--- src/rtl/cac_dec_sched_pkg.sv ---
// cac_dec_sched_pkg: shared state encoding and default Fibonacci-CAC widths
package cac_dec_sched_pkg;
  localparam int CAC_CW = 9;
  localparam int CAC_DW = 8;
  typedef enum logic [1:0] {IDLE = 2'd0, RUN = 2'd1, DONE = 2'd2} state_t;
endpackage

--- src/rtl/cac_dec_sched.sv ---
// cac_dec_sched: time-shares one external Fibonacci-CAC decoder across G codeword groups
module cac_dec_sched
  import cac_dec_sched_pkg::*;
#(
  parameter int G  = 4,
  parameter int CW = CAC_CW,
  parameter int DW = CAC_DW
) (
  input  logic            clk,
  input  logic            rst_n,
  input  logic            in_valid,
  output logic            in_ready,
  input  logic [G*CW-1:0] in_code,
  input  logic [G*CW-1:0] in_en,
  output logic [CW-1:0]   dec_codein,
  output logic [CW-1:0]   dec_en,
  input  logic [DW-1:0]   dec_dataout,
  output logic            out_valid,
  input  logic            out_ready,
  output logic [G*DW-1:0] out_data,
  output logic            busy
);
  localparam int GW = (G > 1) ? $clog2(G) : 1;
  state_t          state, state_nx;
  logic [GW-1:0]   grp;
  logic            rdy_q;
  logic [G*CW-1:0] code_q, en_q;
  logic [G*DW-1:0] data_q;
  logic            last, take;
  assign last       = grp == GW'(G - 1);
  assign busy       = state == RUN;
  assign out_valid  = state == DONE;
  assign out_data   = data_q;
  // rdy_q keeps in_ready low until the first edge after reset release
  assign in_ready   = rdy_q & ((state == IDLE) | ((state == DONE) & out_ready));
  assign take       = in_valid & in_ready;
  assign dec_codein = busy ? code_q[grp*CW +: CW] : '0;
  assign dec_en     = busy ? en_q[grp*CW +: CW] : '0;
  always_comb begin
    state_nx = take ? RUN : (busy & last) ? DONE : (out_valid & out_ready) ? IDLE : state;
  end
  always_ff @(posedge clk or negedge rst_n) begin
    if (!rst_n) state <= IDLE;
    else        state <= state_nx;
  end
  always_ff @(posedge clk or negedge rst_n) begin
    if (!rst_n) begin
      rdy_q  <= 1'b0;
      grp    <= '0;
      code_q <= '0;
      en_q   <= '0;
      data_q <= '0;
    end else begin
      rdy_q <= 1'b1;
      if (take) begin
        code_q <= in_code;
        en_q   <= in_en;
        grp    <= '0;
      end else if (busy) begin
        data_q[grp*DW +: DW] <= dec_dataout;
        grp                  <= last ? '0 : grp + 1'b1;
      end
    end
  end
endmodule
--- config.mk ---
export PLATFORM = sky130hd
export DESIGN_NAME = cac_dec_sched
export DESIGN_NICKNAME = d
export VERILOG_FILES = /design/src/rtl/cac_dec_sched_pkg.sv /design/src/rtl/cac_dec_sched.sv
export SDC_FILE = /design/constraint.sdc
export NUM_CORES = 1
export LEC_CHECK = 0
export CORE_MARGIN = 2
export CORE_UTILIZATION = 48
export DETAILED_ROUTE_END_ITERATION = 8
export GPL_ROUTABILITY_DRIVEN = 0
export HOLD_SLACK_MARGIN = 0.15
export PLACE_DENSITY = 0.81
export SLEW_MARGIN = 10
export SYNTH_ARGS = -nofsm -noshare
export SYNTH_HDL_FRONTEND = slang
export SYNTH_SLANG_ARGS = --single-unit
--- constraint.sdc ---
create_clock -name clk -period 2.4 [get_ports clk]
set_input_delay 0.6 -clock clk [delete_from_list [all_inputs] [get_ports clk]]
set_output_delay 0.6 -clock clk [all_outputs]
set_load 0.02 [all_outputs]
==> qor.csv <==
metric,value,unit
hp-class,primary input to asynchronous set/reset pin,
cp.required,1800,ps
path_clk_slew,100,ps
slew_violations,0,
synth_xor_area_frac,0,
gr-usage-met2,0.3382,
power,8.482,mW
place_area,0.006330,sq mm
hold_viol_final,0,
pin_count,137,
gr-usage-met3,0.03629,
core-area,0.009684,sq mm
cts_buffers,9,
setup_viol,0,
cp.arrival,1800,ps
yosys_warnings,0,
syn_area,0.004725,sq mm
drt-wirelength-per-cell,17.65,um
via_count,3086,
p_per_area,1289,mW/mm^2
cts_sinks,109,
worstSetupPathType,flop to primary output,
outcome,"complete, no violations",
dr.first_iter.drc_count,79,
drv_cap,0,
final.setup.worst_slack,0.3817,ps
whs,194.7,ps
drive_gt1_frac,0.3488,
drc,0,
postRouteAntennaNets,0,
initial_utilization,0.4879,
fmax,416.7,MHz
dp.final_hpwl,7587,um
fin_crit,2400,ps
avgSynthCellArea,15.85,sq um
die_h,103.2,um
num_rows,36,
grt_overflow_total,0,
synthAdderAreaFrac,0.01324,
area.growth.synth_to_final,39.25,%
dieArea,0.01065,sq mm
grt_max_degree,39,
peakVddDrop,0.7466,mV
grt_use_total,0.1941,
clk_latency,360,ps
cts_tree,done,
synth-compound-area-share,0.06409,
worst_pin_slew,556.2,ps
busiest_layer,met2,
synth-seq-area-share,0.5773,
drt_first_pass_iters,4,
p_leak,2.805,nW
critical_path.max_fanout,8,
synth_cell_type_count,28,
htree_levels,3,
place_ws,-184.0,ps
grt_pass1_vias,3219,
cp-start-kind,flop,
rsz0062_at_grt,true,
slew_headroom,0.6272,
setup_tns,0,ps
nets,537,
synth_cells,298,
synth_top_family_by_area,multiplexers,
die_w,103.2,um
synth_simple_gate_area_frac,0.05720,
grt_pass1_wl,15780,um
antenna_found_initial,0,
finalCritPeriodShare,0.9998,
syn-num-nets,387,
synth-seq-cells,109,
cts_root_buf,clkbuf_8,
cts_max_path_buffers,2,
io_buffers,136,
design_area,0.006579,sq mm
fin_worst_skew,12.70,ps
synth.area.mux_share,0.2595,
totalWireLength,10360,um
endpoint_kind,primary output,
gr-usage-met1,0.2414,
viasPerCell,5.257,
==> critical path, stage by stage (launching register included) <==
cell and delay, ps:
dfrtp_2 390, buf_6 160, buf_4 130, mux4_2 490, and2_4 160, buf_6 120
==> cell usage after synthesis, drive strengths merged <==
master | number | area (sq um)
a21o | 1 | 7.510
nand2b | 2 | 12.51
nand2 | 6 | 22.52
and4 | 1 | 8.760
mux2 | 72 | 810.8
dfrtp | 109 | 2728
a22o | 32 | 280.3
nor3 | 1 | 10.01
buf | 11 | 100.1
inv | 4 | 15.01
nor2b | 1 | 6.260
mux2i | 1 | 10.01
mux4 | 18 | 405.4
nor2 | 2 | 7.510
nor4b | 2 | 47.55
and2 | 18 | 112.6
ha | 5 | 62.56
conb | 1 | 3.750
a21oi | 3 | 15.01
nor4 | 1 | 21.27
clkbuf | 4 | 16.26
and3 | 1 | 6.260
nand3b | 2 | 15.01
==> state kept, by name (all words and copies together), names as in the netlist <==
| register | flops |
|---|---|
| en_q | 36 |
| rdy_q | 1 |
| grp | 2 |
| code_q | 36 |
| out_data | 32 |
| state | 2 |
==> cell usage in the layout (no fill, tap or decap), types with 2 or more instances in the layout <==
master           instances
mux4_2                  18
clkdlybuf4s50_1        115
buf_4                   10
buf_2                    5
nor2_1                   2
clkbuf_8                10
dlygate4sd2_1            2
a22o_1                  32
nor4b_4                  2
nand3b_1                 2
inv_1                    3
nand2_1                  6
mux2_1                   4
nand2b_1                 2
buf_12                   6
clkinvlp_4               2
a21oi_1                  3
and2_1                   5
inv_6                    3
mux2_2                  68
ha_1                     5
dfrtp_1                108
and2_4                  13
buf_6                   15
==> routing by layer <==
metal | share of wire | vias up
met5 | 0 | -
met2 | 0.52 | 101
met1 | 0.42 | 1571
met4 | 0.014 | 0
met3 | 0.046 | 12
li1 | - | 1402
==> metrics by stage <==
stage                     utilization  cells
after floorplan                     -    298
after global placement         0.6536    566
after detailed placement       0.6536    566
after CTS                      0.6658    585
after global routing           0.6791    586
final                          0.6793    587
==> cell type report <==
class / instances / area [sq um]
tap: 133 / 166.4
multi-input combinational: 170 / 1901
clock buffer: 11 / 141.4
timing repair buffer: 154 / 1583
sequential: 109 / 2729
clock inverter: 5 / 41.29
inverter: 4 / 15.01
fill: 691 / 3105
antenna: 1 / 2.502
==> kinds of logic after synthesis <==
logic type / after synthesis
and+or+nand+nor: 37
DFF: 109
muxes: 91
buffers and inverters: 19
other: 1
adders and majority gates: 5
AOI/OAI and AO/OA: 36
==> worst paths after layout <==
| check | start | end | slack [ps] | cells after the start |
|---|---|---|---|---|
| max | grp[0] | dec_codein[1] | 0.4 | 5 |
| min | rst_n | out_data[26] | 190 | 1 |
| max reg2reg | grp[0] | out_data[9] | 110 | 7 |
| min reg2reg | code_q[25] | code_q[25] | 490 | 1 |
| max in group asynchronous | rst_n | grp[0] | 1620 | 2 |
| min in group clk | code_q[25] | code_q[25] | 490 | 1 |
==> power breakdown <==
group / internal, mW / switching, mW
Sequential: 2.68 / 0.448
Clock: 0.418 / 0.609
Combinational: 2.49 / 1.83
Total: 5.60 / 2.89
==> repair_timing <==
item	4_1_cts	5_1_grt
setup buffers	3	1
resized for setup	72	43
hold buffers	0	0
setup endpoints to repair	20	33
cloned	0	1
pin swaps	0	9
(Power assumes the default switching activity.)
